## src/rtl/serial_tx_arbiter.sv

```systemverilog
// serial_tx_arbiter: shares one serial_transmitter among NUM_REQ byte-stream
// requesters. Round-robin grant is held for a whole message (until req_last or
// the MAX_MSG_BYTES limit), so messages never interleave on the line.
// Optional feature macro: SERIAL_TX_ARB_TAG_EN -- when defined, each grant first
// sends one ASCII tag byte ('0' + grant_id) before the requester's bytes.
module serial_tx_arbiter #(
    parameter int unsigned NUM_REQ       = 3,
    parameter int unsigned MAX_MSG_BYTES = 64
) (
    input  logic                 clock,
    input  logic                 reset,
    input  logic [8*NUM_REQ-1:0] req_data,
    input  logic [NUM_REQ-1:0]   req_valid,
    input  logic [NUM_REQ-1:0]   req_last,
    output logic [NUM_REQ-1:0]   req_ready,
    output logic [7:0]           tx_data,
    output logic                 tx_data_available,
    input  logic                 tx_ready,
    output logic [2:0]           grant_id,
    output logic                 busy
);

    localparam int unsigned CNT_W = (MAX_MSG_BYTES > 0) ? $clog2(MAX_MSG_BYTES + 1) : 1;

    typedef enum logic [1:0] {
        ST_IDLE   = 2'd0,
        ST_TAG    = 2'd1,
        ST_STREAM = 2'd2
    } state_t;

    state_t             state_q, state_d;
    logic [2:0]         grant_q, grant_d;
    logic [2:0]         ptr_q, ptr_d;
    logic [CNT_W-1:0]   count_q, count_d;
    logic               guard_q;

    logic               fire;
    logic               hit;
    logic [2:0]         hit_idx;
    logic [3:0]         idx_sum;
    logic [NUM_REQ-1:0] rot_valid;
    logic [7:0]         sel_data;
    logic               sel_valid;
    logic               sel_last;
    logic               limit_hit;

    // Round-robin search: first valid requester at or above the pointer, wrapping.
    always_comb begin
        rot_valid = NUM_REQ'({req_valid, req_valid} >> ptr_q);
        hit       = 1'b0;
        hit_idx   = '0;
        idx_sum   = '0;
        for (int unsigned k = 0; k < NUM_REQ; k++) begin
            if (!hit && rot_valid[k]) begin
                hit     = 1'b1;
                idx_sum = 4'(ptr_q) + 4'(k);
                hit_idx = (idx_sum >= 4'(NUM_REQ)) ? 3'(idx_sum - 4'(NUM_REQ)) : 3'(idx_sum);
            end
        end
    end

    // Mux the granted requester's byte, valid and last flag.
    always_comb begin
        sel_data  = '0;
        sel_valid = 1'b0;
        sel_last  = 1'b0;
        for (int unsigned i = 0; i < NUM_REQ; i++) begin
            if (grant_q == 3'(i)) begin
                sel_data  = req_data[8*i +: 8];
                sel_valid = req_valid[i];
                sel_last  = req_last[i];
            end
        end
    end

    // Byte limit reached by the byte firing now (disabled when the limit is 0).
    always_comb begin
        limit_hit = (MAX_MSG_BYTES != 0) && ((32'(count_q) + 32'd1) == MAX_MSG_BYTES);
    end

    // Next-state and transmitter/requester handshake outputs.
    always_comb begin
        state_d           = state_q;
        grant_d           = grant_q;
        ptr_d             = ptr_q;
        count_d           = count_q;
        tx_data           = '0;
        tx_data_available = 1'b0;
        req_ready         = '0;
        fire              = 1'b0;
        case (state_q)
            ST_IDLE: begin
                if (hit) begin
                    grant_d = hit_idx;
`ifdef SERIAL_TX_ARB_TAG_EN
                    state_d = ST_TAG;
`else
                    state_d = ST_STREAM;
`endif
                end
            end
`ifdef SERIAL_TX_ARB_TAG_EN
            ST_TAG: begin
                tx_data           = 8'h30 + 8'(grant_q);
                tx_data_available = !guard_q;
                fire              = tx_data_available && tx_ready;
                if (fire) begin
                    state_d = ST_STREAM;
                end
            end
`endif
            ST_STREAM: begin
                tx_data           = sel_data;
                tx_data_available = sel_valid && !guard_q;
                fire              = tx_data_available && tx_ready;
                if (fire) begin
                    req_ready = NUM_REQ'(1) << grant_q;
                    count_d   = count_q + CNT_W'(1);
                    if (sel_last || limit_hit) begin
                        state_d = ST_IDLE;
                        count_d = '0;
                        ptr_d   = (grant_q == 3'(NUM_REQ - 1)) ? 3'd0 : grant_q + 3'd1;
                    end
                end
            end
            default: begin
                state_d = ST_IDLE;
            end
        endcase
    end

    // State, grant, pointer, byte count and back-to-back guard registers.
    always_ff @(posedge clock) begin
        if (reset) begin
            state_q <= ST_IDLE;
            grant_q <= '0;
            ptr_q   <= '0;
            count_q <= '0;
            guard_q <= 1'b0;
        end else begin
            state_q <= state_d;
            grant_q <= grant_d;
            ptr_q   <= ptr_d;
            count_q <= count_d;
            guard_q <= fire;
        end
    end

    assign grant_id = grant_q;
    assign busy     = (state_q != ST_IDLE);

endmodule

```

## config.mk

```make
export PLATFORM = sky130hd
export DESIGN_NAME = serial_tx_arbiter
export DESIGN_NICKNAME = d
export VERILOG_FILES = /design/src/rtl/serial_tx_arbiter.sv
export SDC_FILE = /design/constraint.sdc
export NUM_CORES = 1
export LEC_CHECK = 0
export ABC_CLOCK_PERIOD_IN_PS = 2800
export CORE_ASPECT_RATIO = 0.8
export CORE_MARGIN = 2
export CORE_UTILIZATION = 24
export DETAILED_ROUTE_END_ITERATION = 10
export GPL_TIMING_DRIVEN = 0
export PLACE_DENSITY = 0.45
export SLEW_MARGIN = 20
export SYNTH_ARGS = -nofsm -noshare
export SYNTH_HDL_FRONTEND = slang
export SYNTH_SLANG_ARGS = --single-unit
```

## constraint.sdc

```tcl
create_clock -name clock -period 2.8 [get_ports clock]
set_input_delay 0.42 -clock clock [delete_from_list [all_inputs] [get_ports clock]]
set_output_delay 0.42 -clock clock [all_outputs]
set_load 0.1 [all_outputs]
```

-- Word level (Yosys, flattened, before mapping)
Cells that the tools add are included.
- magnitude comparators: 3
- add/subtract/negate cells: 8
- shift operators: 2
- bitwise gates (word level): 1
- muxes and demuxes: 28
- reduce and logical (&&, ||, !) cells: 16
- equality and inequality tests: 7
- operators by type and width (operator ; count):
    8-bit two-way mux ; 4
    3-bit two-way mux ; 9
    1-bit two-way mux ; 10
    3-bit by 2-bit subtractor with 3-bit output (second input constant) ; 3
    7-bit by 1-bit adder with 8-bit output (second input constant) ; 1
    8-bit by 7-bit equality test with 1-bit output (second input constant) ; 1
    4-bit by 2-bit >= comparator with 1-bit output (second input constant) ; 2
    7-bit by 1-bit adder with 7-bit output (second input constant) ; 1
    7-bit two-way mux ; 1
    2-bit two-way mux ; 3
    2-bit != test (second input constant) ; 3
    3-bit AND reduction ; 2
    6-bit by 3-bit right shift with 3-bit output ; 1
    3-bit by 1-bit adder with 4-bit output (second input constant) ; 1
    3-bit by 2-bit adder with 4-bit output (second input constant) ; 1
    1-bit logical AND ; 4
    2-bit one-hot mux with 2 select lines ; 1
    2-bit AND reduction ; 2
    3-bit by 1-bit adder with 3-bit output (second input constant) ; 1
    3-bit by 1-bit equality test with 1-bit output (second input constant) ; 1
    3-bit by 2-bit equality test with 1-bit output (second input constant) ; 1
    3-bit by 2-bit >= comparator with 1-bit output (second input constant) ; 1
    1-bit logical NOT ; 3
    3-bit logical NOT ; 1
    7 further kinds ; 7
- output and inout bits: 16
- register bits after elaboration: 16
- input port bits: 33
- word-level logic and storage cells: 70

-- Logic depth before layout (Yosys ltp)
Gate-level depths: netlist of the first run.
- depth after elaboration: 10
- mapped depth: 8
- mapped depth without buffers: 7

-- Worst setup path before layout of the first run
OpenSTA, ideal clock, no wires.
- path type: reg-to-output
- from: register state_q[1]
- to: output req_ready[1]
- stages on the path, launching flop included: 7
- data required time: 2380 ps
- buffers on the path: 2
- arrival: 3987 ps
- setup slack: -1607 ps
- path through: dfxtp_1 nor3b_1 o221ai_2 or2_1 clkbuf_1 buf_2 nor3_1
- word-level cells in the longest chain between the ends: 2
- RTL lines (what ; line ; text):
    from (decl) ; 31 ; state_t state_q, state_d;
    from (signal assigned) ; 141 ; state_q <= state_d;
    2-bit equality test ; 91 ; case (state_q)
    3-bit two-way mux ; 91 ;
    to (decl) ; 15 ; output logic [NUM_REQ-1:0] req_ready,
No other way between the ends.

-- Worst setup path after layout of the first run
- from: input req_valid[1]
- to: output req_ready[1]
- word-level cells in the longest chain between the ends: 6
- RTL lines (what ; line ; text):
    from (decl) ; 13 ; input logic [NUM_REQ-1:0] req_valid,
    1-bit two-way mux (2 in a row) ; 68 ; if (grant_q == 3'(i)) begin
    1-bit logical AND ; 114 ; tx_data_available = sel_valid && !guard_q;
    1-bit logical AND ; 115 ; fire = tx_data_available && tx_ready;
    3-bit two-way mux ; 116 ; if (fire) begin
    3-bit two-way mux ; 91 ;
No other way between the ends.

==> results of run 1 <==
cell type report:
type,instances,area (sq um),area share
repair buffers,48,490,0.219
well taps,81,101,0.0452
inverters,6,22.5,0.0101
plain buffers,16,71.3,0.0318
multi-input cells,170,1200,0.534
clock buffers,3,41.3,0.0184
clock inverters,1,5.00,0.00223
flip-flops and latches,15,313,0.140
power groups by stage:
stage | clock (mW) | combinational [mW] | sequential (mW)
2_1_floorplan | 0 | 0.281 | 0.271
3_3_place_gp | 0 | 0.455 | 0.239
3_5_place_dp | 0 | 0.451 | 0.239
4_1_cts | 0.188 | 0.449 | 0.234
5_1_grt | 0.197 | 0.472 | 0.236
6_report | 0.182 | 0.448 | 0.234
timing repair:
action / 4_1_cts / 5_1_grt
setup buffers: 0 / 0
resized for setup: 46 / 7
endpoints found under the hold margin: 0 / 0
endpoints found under the setup margin: 12 / 5
Yosys cell counts, types with 2 or more instances:
library cell / number
nand3b_1: 6
a21boi_0: 2
clkbuf_1: 12
nor3b_1: 4
nand4b_1: 4
nand2_1: 13
nor4bb_1: 3
o221ai_1: 8
nor2b_1: 5
a21oi_1: 21
a2111oi_0: 2
a221oi_1: 2
inv_1: 6
mux2_2: 2
ha_1: 9
o21ai_0: 9
a22oi_1: 3
nand3_1: 11
a211o_1: 2
xnor2_1: 3
dfxtp_1: 15
nor4b_1: 2
nor3_1: 6
nor2_1: 18
o211ai_1: 2
buf_2: 4
nand2b_1: 11
mux2i_1: 2
or4b_1: 3
state kept, by name, summed over array words and instances (netlist names):
signal	count
state_q	1
ptr_q	3
guard_q	1
count_q	7
grant_id	3
routing by layer:
metal	vias to the layer above	track usage	wire (microns)
met3	7	0.0350	358
li1	878	-	-
met5	-	0	0
met4	0	0.0343	62
met1	804	0.218	2690
met2	56	0.238	2160
worst register-to-register path: cells and delay by family, from the launching register on:
family | cells | cell delay [ps]
AOI/OAI and AO/OA | 3 | 840
buffers and inverters | 2 | 580
DFF | 1 | 470
adders and majority gates | 1 | 250
and+or+nand+nor | 2 | 130
final timing paths:
kind | to | slack (ps) | cells after the start
max | req_ready[1] | 100 | 8
min | count_q[1]$_SDFFE_PP0P_ | 490 | 2
max reg2reg | grant_id[1]$_SDFFE_PP0P_ | 370 | 8
min reg2reg | count_q[1]$_SDFFE_PP0P_ | 490 | 2
cells by family (layout without fill, tap and decap cells):
kind of cell,after synthesis,in the layout,synth area share
simple gates,95,95,0.365
compound gates,59,59,0.261
buf+inv,22,74,0.0575
flops,15,15,0.197
fa+ha+maj,9,9,0.0739
mux,4,4,0.0279
xor+xnor,3,3,0.0172
==> flow_metrics.py, run 1 <==
metrics = {
    "pwr": {
        "power.net_switching_mw": 0.408,
        "seq_power_share": 0.271,
        "cellInternalPower_mw": 0.456,
        "power_frac_comb": 0.518,
        "finalPower_mw": 0.864,
        "power_per_cell_area_nw_per_um2": 386,
        "pwr-share-clk": 0.211,
        "swShare": 0.472,
        "vdd_ir_drop_max_mv": 0.241,
        "static-leakage-power_nw": 0.780,
    },
    "placement": {
        "placed_standard_cell_area_sq_um": 2180,
        "gpl.final_weighted_congestion": 0.856,
        "placed_cells_incl_taps": 336,
        "post_place_worst_slack_ps": -894,
        "dp_hpwl_microns": 3990,
        "port_buffers": 48,
    },
    "synthesis": {
        "synth_enable_flop_cells": 0,
        "postSynthCellCount": 207,
        "ys_seq_elements": 15,
        "async_flop_share": 0,
        "netlist_area_before_placement_sq_um": 1520,
        "post_synth.cell_area_avg_sq_um": 7.36,
        "yosysSeqAreaShare": 0.197,
        "synth_largest_area_cell": "dfxtp_1",
        "synth_ff_type": "dfxtp_1",
        "synth-warning-count": 0,
        "netlist.area_leader.share": 0.197,
        "synth.top_cells.by_area": "dfxtp_1, ha_1, a21oi_1, o221ai_1, nand2b_1",
        "synth_fp_nets": 249,
        "yosysUniqueCellTypes": 46,
    },
    "cts": {
        "clk_lat_worst_skew_ps": 250,
        "cts.root.buffer_cell": "clkbuf_8",
        "cts_made_buffers": 3,
        "buffers_from_clock_root_to_sink_at_most": 2,
        "clock_tree_from_tritoncts": "done",
        "clock_sink_count": 15,
        "worst_setup_hold_path_clk_slew_ps": 70,
        "post_cts_hold_buffer_count": 0,
        "h-tree-depth": 1,
    },
    "detailed_routing": {
        "drt-pass1-iter-count": 4,
        "routed_wirelength_microns": 5280,
        "drt_first_iter_violations": 67,
        "detail_route.wl_per_cell_microns": 15.5,
        "drt_drc_violations_left": 0,
        "drt.antenna.violating_nets": 0,
        "via_count": 1745,
        "routed_via_density": 5.13,
    },
    "timing": {
        "final_period_minus_worst_setup_slack_ps": 2700,
        "maximum_operating_frequency_mhz": 370,
        "worst_slack_ps": 95.3,
        "unrepaired_setup_endpoints_after_global_routing": "false",
        "maxSlewHeadroom": 0.342,
        "slew_viol_final": 0,
        "fin_worst_skew_ps": 5.59,
        "final.hold.worst_slack_ps": 486,
        "min_period_over_period": 0.966,
        "finalHoldViolCount": 0,
        "sum_of_negative_setup_slack_ps": 0,
        "worstMarginPinSlew_ps": 984,
        "setup_viol": 0,
    },
    "grt": {
        "grt_pass1_vias": 1673,
        "antenna_found_initial": 0,
        "grt_util_all_layers": 0.153,
        "grt_overflow_total": 0,
        "grt_pass1_wl_microns": 8540,
        "grt_max_degree": 11,
    },
    "layout": {
        "area.growth.synth_to_final_pct": 47.0,
        "final_util": 0.371,
        "final_cell_area_sq_um": 2240,
        "layoutNonFillerInstCount": 340,
        "nFillCells": 651,
        "nNetsFinal": 302,
        "layout_commonest_cell": "clkdlybuf4s50_1",
        "layout-drive-gt1-share": 0.162,
        "antenna_diodes": 0,
        "most-common-layout-cells": "clkdlybuf4s50_1, nor2_1, nand2_1, a21oi_1",
    },
    "critical_path": {
        "rr_startpoint": "ptr_q[1]$_SDFFE_PP0P_",
        "critPathArrivalTime_ps": 2280,
        "crit_path_cell_trace": "clkdlybuf4s50_1 > nor2b_1 > o221ai_2 > or2_1 > clkbuf_1 > buf_6 > nor3_4 > buf_12",
        "required_ps": 2380,
        "stage_delay_of_the_slowest_cell_on_the_critical_path_ps": 470,
        "crit_buf_inv": 4,
        "cp_slowest_cell": "clkdlybuf4s50_1",
        "timing.critical_path.to_type": "output port",
        "critPathKind": "primary input to output port",
        "cp_top_family": "buffers and inverters",
        "worstSetupStartpointType": "primary input",
        "worst-path-max-fanout": 10,
        "setup.worst_path.start": "req_valid[1]",
    },
    "floorplan": {
        "core_sq_um": 6040,
        "initial_utilization": 0.252,
        "fp.dieArea_sq_um": 7010,
        "std_cell_rows": 25,
        "floorplan.io_pins": 49,
        "die_h_microns": 75.3,
        "die_width_microns": 93.1,
    },
    "run_status": {
        "outcome": "finished clean",
    },
    "worst_hold_path": {
        "min-delay-path-class": "flop to flop",
        "worstHoldStart": "count_q[1]$_SDFFE_PP0P_",
    },
    "flow_run": {
        "maxCapViolations": 0,
    },
}
Power figures use the tool's default switching activity.
==> run 2: changes to the inputs <==
--- a/config.mk
+++ b/config.mk
@@ -10,7 +10,6 @@
 export CORE_MARGIN = 2
 export CORE_UTILIZATION = 24
 export DETAILED_ROUTE_END_ITERATION = 10
-export GPL_TIMING_DRIVEN = 0
 export PLACE_DENSITY = 0.45
 export SLEW_MARGIN = 20
 export SYNTH_ARGS = -nofsm -noshare
==> flow_metrics.py, run 2 (synthesis results as in run 1) <==
metrics = {
    "worst_hold_path": {
        "whs_path_depth": 2,
        "min-delay-path-class": "flop to flop",
    },
    "timing": {
        "slew_viol_final": 0,
        "setup_viol": 0,
        "sum_of_negative_setup_slack_ps": 0,
        "worstMarginPinSlew_ps": 632,
        "maximum_operating_frequency_mhz": 396,
        "final.hold.worst_slack_ps": 474,
        "final_period_minus_worst_setup_slack_ps": 2520,
        "fin_worst_skew_ps": 1.54,
        "maxSlewHeadroom": 0.578,
        "unrepaired_setup_endpoints_after_global_routing": "false",
        "finalHoldViolCount": 0,
        "min_period_over_period": 0.901,
    },
    "critical_path": {
        "worst_setup_path_endpoint": "req_ready[1]",
        "setup.worst_path.start": "req_valid[1]",
        "critical_path.reg2reg.endpoint": "grant_id[1]$_SDFFE_PP0P_",
        "stage_delay_of_the_slowest_cell_on_the_critical_path_ps": 470,
        "worst-path-max-fanout": 8,
        "timing.critical_path.to_type": "output port",
        "rr_startpoint": "ptr_q[0]$_SDFFE_PP0P_",
        "required_ps": 2380,
        "critPathArrivalTime_ps": 2100,
        "r2r_slack_ps": 610,
        "worst_r2r_path_depth": 6,
        "worstSetupStartpointType": "primary input",
        "cp_slowest_cell": "clkdlybuf4s50_1",
        "crit_path_cell_trace": "clkdlybuf4s50_1 > nor2b_1 > o221ai_2 > or2_1 > nor3_4 > buf_12",
        "critPathKind": "primary input to output port",
    },
    "placement": {
        "placed_standard_cell_area_sq_um": 2200,
        "dp_hpwl_microns": 3810,
        "gpl.final_weighted_congestion": 0.834,
        "port_buffers": 48,
    },
    "floorplan": {
        "fp.dieArea_sq_um": 7010,
        "std_cell_rows": 25,
        "die_width_microns": 93.1,
        "die_h_microns": 75.3,
        "core_sq_um": 6040,
        "initial_utilization": 0.252,
        "floorplan.io_pins": 49,
    },
    "layout": {
        "nFillCells": 654,
        "layout-drive-gt1-share": 0.205,
        "nNetsFinal": 297,
        "final_cell_area_sq_um": 2250,
        "area.growth.synth_to_final_pct": 47.6,
        "max_flop_register": "count_q",
        "most-common-layout-cells": "clkdlybuf4s50_1, buf_4, nor2_1",
        "antenna_diodes": 0,
        "largest_reg_flops": 7,
        "layout_commonest_cell": "clkdlybuf4s50_1",
        "final_util": 0.373,
    },
    "pwr": {
        "vdd_ir_drop_max_mv": 0.162,
        "power_per_cell_area_nw_per_um2": 388,
        "static-leakage-power_nw": 0.820,
    },
    "cts": {
        "clock_sink_count": 15,
        "cts.root.buffer_cell": "clkbuf_8",
        "clk_lat_worst_skew_ps": 250,
        "buffers_from_clock_root_to_sink_at_most": 2,
        "cts_made_buffers": 3,
        "post_cts_resized": 0,
        "post-cts-setup-buffers": 0,
        "post_cts_hold_buffer_count": 0,
        "h-tree-depth": 1,
        "clock_tree_from_tritoncts": "done",
        "worst_setup_hold_path_clk_slew_ps": 60,
    },
    "grt": {
        "grt_overflow_total": 0,
        "grt_max_degree": 23,
        "antenna_found_initial": 0,
        "grt_util_all_layers": 0.151,
        "grt_pass1_vias": 1671,
        "grt_pass1_wl_microns": 8450,
    },
    "detailed_routing": {
        "detail_route.wl_per_cell_microns": 15.1,
        "routed_via_density": 5.01,
        "drt-pass1-iter-count": 4,
        "drt_drc_violations_left": 0,
        "routed_wirelength_microns": 5050,
        "via_count": 1677,
        "drt_first_iter_violations": 70,
        "drt.antenna.violating_nets": 0,
    },
    "run_status": {
        "outcome": "finished clean",
    },
    "flow_run": {
        "maxCapViolations": 0,
    },
}
[run 2: per-stage QoR]
step,cells,setup WS (ps),total power [mW]
global placement,331,302,0.700
CTS,335,261,0.884
finish,335,278,0.873
floorplan,207,29.5,0.552
global route,335,143,0.919
detailed placement,331,248,0.698
[run 2: worst min-delay path by stage]
stage	startpoint	end
6_report	count_q[1]$_SDFFE_PP0P_	count_q[1]$_SDFFE_PP0P_
5_1_grt	count_q[0]$_SDFFE_PP0P_	count_q[0]$_SDFFE_PP0P_
4_1_cts	count_q[1]$_SDFFE_PP0P_	count_q[1]$_SDFFE_PP0P_
3_5_place_dp	count_q[1]$_SDFFE_PP0P_	count_q[1]$_SDFFE_PP0P_
3_3_place_gp	count_q[1]$_SDFFE_PP0P_	count_q[1]$_SDFFE_PP0P_
2_1_floorplan	count_q[1]$_SDFFE_PP0P_	count_q[1]$_SDFFE_PP0P_
[run 2: layer usage]
| layer | share of wire | wire length [microns] | vias to the layer above | GRT usage |
|---|---|---|---|---|
| met5 | 0 | 0 | - | 0 |
| met4 | 0.0051 | 26 | 0 | 0.0212 |
| met3 | 0.069 | 347 | 2 | 0.0410 |
| met2 | 0.41 | 2090 | 50 | 0.235 |
| met1 | 0.51 | 2590 | 756 | 0.215 |
| li1 | - | - | 869 | - |
[run 2: cell type report]
class                      count  area [sq um]  share of cell area
multi-input combinational    170          1190               0.531
timing repair buffer          59           573               0.255
sequential                    15           313               0.139
tap                           81           101              0.0450
clock buffer                   4          45.0              0.0200
inverter                       6          22.5              0.0100
[run 2: report_power, final]
group          internal [mW]  switching, mW
combinational          0.148          0.299
clock                  0.101         0.0812
sequential             0.221         0.0224
total                  0.470          0.402
[run 2: worst max-delay path, delay by kind of cell]
family / cells / cell delay, ps
AOI/OAI and AO/OA: 1 / 160
buffers and inverters: 2 / 670
and+or+nand+nor: 3 / 850
==> run 3: changes to the inputs <==
--- a/config.mk
+++ b/config.mk
@@ -5,12 +5,12 @@
 export SDC_FILE = /design/constraint.sdc
 export NUM_CORES = 1
 export LEC_CHECK = 0
-export ABC_CLOCK_PERIOD_IN_PS = 2800
+export ABC_CLOCK_PERIOD_IN_PS = 2300
 export CORE_ASPECT_RATIO = 0.8
 export CORE_MARGIN = 2
 export CORE_UTILIZATION = 24
 export DETAILED_ROUTE_END_ITERATION = 10
-export PLACE_DENSITY = 0.45
+export PLACE_DENSITY = 0.51
 export SLEW_MARGIN = 20
 export SYNTH_ARGS = -nofsm -noshare
 export SYNTH_HDL_FRONTEND = slang
==> constraint.sdc (replaced) <==
create_clock -name clock -period 2.3 [get_ports clock]
set_input_delay 0.345 -clock clock [delete_from_list [all_inputs] [get_ports clock]]
set_output_delay 0.345 -clock clock [all_outputs]
set_load 0.1 [all_outputs]
==> flow_metrics.py, run 3 (synthesis results as in run 1) <==
metrics = {
    "run_status": {
        "outcome": "finished clean",
    },
    "detailed_routing": {
        "routed_wirelength_microns": 4970,
        "drt-pass1-iter-count": 4,
        "drt_first_iter_violations": 119,
        "drt_drc_violations_left": 0,
        "routed_via_density": 5.09,
        "detail_route.wl_per_cell_microns": 14.4,
        "via_count": 1757,
        "drt.antenna.violating_nets": 0,
    },
    "pwr": {
        "vdd_ir_drop_max_mv": 0.325,
        "power.net_switching_mw": 0.505,
        "pwr-share-clk": 0.182,
        "power_frac_comb": 0.563,
        "static-leakage-power_nw": 0.931,
        "swShare": 0.438,
        "cellInternalPower_mw": 0.648,
        "seq_power_share": 0.256,
        "power_per_cell_area_nw_per_um2": 462,
    },
    "flow_run": {
        "maxCapViolations": 0,
    },
    "placement": {
        "gpl.final_weighted_congestion": 0.774,
        "placed_cells_incl_taps": 341,
        "port_buffers": 48,
        "post_place_worst_slack_ps": -141,
        "dp_hpwl_microns": 3850,
        "placed_standard_cell_area_sq_um": 2450,
    },
    "cts": {
        "buffers_from_clock_root_to_sink_at_most": 2,
        "cts.root.buffer_cell": "clkbuf_8",
        "worst_setup_hold_path_clk_slew_ps": 60,
        "clock_tree_from_tritoncts": "done",
        "h-tree-depth": 1,
        "clk_lat_worst_skew_ps": 240,
        "clock_sink_count": 15,
        "cts_made_buffers": 3,
        "post-cts-setup-buffers": 0,
    },
    "floorplan": {
        "initial_utilization": 0.252,
        "die_h_microns": 75.3,
        "core_sq_um": 6040,
        "floorplan.io_pins": 49,
        "die_width_microns": 93.1,
        "fp.dieArea_sq_um": 7010,
        "std_cell_rows": 25,
    },
    "layout": {
        "most-common-layout-cells": "clkdlybuf4s50_1, buf_4, nor2_1",
        "seq_area_sq_um": 315,
        "layout_commonest_cell": "clkdlybuf4s50_1",
        "nNetsFinal": 307,
        "layout-drive-gt1-share": 0.242,
        "max_flop_register": "count_q",
        "antenna_diodes": 0,
        "largest_reg_flops": 7,
        "layoutNonFillerInstCount": 345,
        "nFillCells": 619,
        "final_cell_area_sq_um": 2500,
        "multi_input_comb_area_sq_um": 1260,
        "area.growth.synth_to_final_pct": 64.0,
    },
    "timing": {
        "min_period_over_period": 0.962,
        "finalHoldViolCount": 0,
        "unrepaired_setup_endpoints_after_global_routing": "false",
        "fin_worst_skew_ps": 2.15,
        "worst_slack_ps": 86.5,
        "final.hold.worst_slack_ps": 472,
        "maximum_operating_frequency_mhz": 452,
        "worstMarginPinSlew_ps": 428,
        "setup_viol": 0,
        "final_period_minus_worst_setup_slack_ps": 2210,
        "slew_viol_final": 0,
        "maxSlewHeadroom": 0.714,
    },
    "grt": {
        "grt_pass1_vias": 1679,
        "grt_util_all_layers": 0.145,
        "antenna_found_initial": 0,
        "grt_overflow_total": 0,
        "grt_max_degree": 22,
        "grt_pass1_wl_microns": 8280,
    },
    "critical_path": {
        "crit_buf_inv": 2,
        "cp_top_family": "flip-flops",
        "timing.critical_path.to_type": "output port",
        "r2r_slack_ps": 280,
        "stage_delay_of_the_slowest_cell_on_the_critical_path_ps": 470,
        "worst-path-max-fanout": 18,
        "crit_path_cell_trace": "or3b_1 > buf_4 > o221ai_1 > a21oi_4 > buf_12",
        "critPathArrivalTime_ps": 1870,
        "cp_slowest_cell": "dfxtp_4",
        "worstSetupStartpointType": "flop",
        "required_ps": 1960,
        "critPathKind": "flop to output port",
    },
    "worst_hold_path": {
        "min-delay-path-class": "flop to flop",
    },
}
==> run 3: repair_timing <==
item,CTS,global route
setup endpoints to repair,3,4
gates resized for setup,2,3
hold buffers,0,0
==> run 3: metal layers <==
layer  up-vias  wire (microns)  share of wire  global-route usage
li1        884               -              -                   -
met2        55            2030           0.41               0.228
met5         -               0              0                   0
met4         0              15         0.0030              0.0147
met3         2             275          0.055              0.0200
met1       816            2650           0.53               0.218
==> run 3: area by class of cell <==
| cell class | instances | share of cell area |
|---|---|---|
| clock buffer | 4 | 0.0180 |
| inverter | 6 | 0.00901 |
| multi-input combinational | 170 | 0.505 |
| sequential | 15 | 0.126 |
| tap | 81 | 0.0406 |
| timing repair buffer | 69 | 0.301 |
==> run 3: path summary, 6_finish.rpt <==
check	startpoint	to	cells past startpoint
setup reg to reg	ptr_q[0]$_SDFFE_PP0P_	grant_id[1]$_SDFFE_PP0P_	6
setup / recovery	grant_id[1]$_SDFFE_PP0P_	tx_data[5]	5
hold / removal	count_q[1]$_SDFFE_PP0P_	count_q[1]$_SDFFE_PP0P_	2
hold reg to reg	count_q[1]$_SDFFE_PP0P_	count_q[1]$_SDFFE_PP0P_	2
==> run 3: worst reg2reg max path, cell delays in order (launching register included) <==
cell,delay [ps]
dfxtp_1,440
ha_1,270
ha_1,310
nor2b_1,230
nor2_1,70
a2111oi_0,390
a2111oi_0,170
==> run 3: per-stage QoR <==
stage | setup TNS (ps) | utilization | total power [mW]
3_5_place_dp | -353 | 0.405 | 0.951
2_1_floorplan | -221 | - | 0.700
4_1_cts | 0 | 0.413 | 1.17
5_1_grt | 0 | 0.414 | 1.21
3_3_place_gp | -195 | 0.405 | 0.951
6_report | 0 | 0.414 | 1.15
==> run 3: power groups by stage <==
stage	sequential, mW	combinational (mW)	clock [mW]
6_report	0.295	0.649	0.209
3_5_place_dp	0.300	0.651	0
4_1_cts	0.295	0.654	0.217
2_1_floorplan	0.330	0.369	0
5_1_grt	0.298	0.684	0.229
3_3_place_gp	0.301	0.650	0
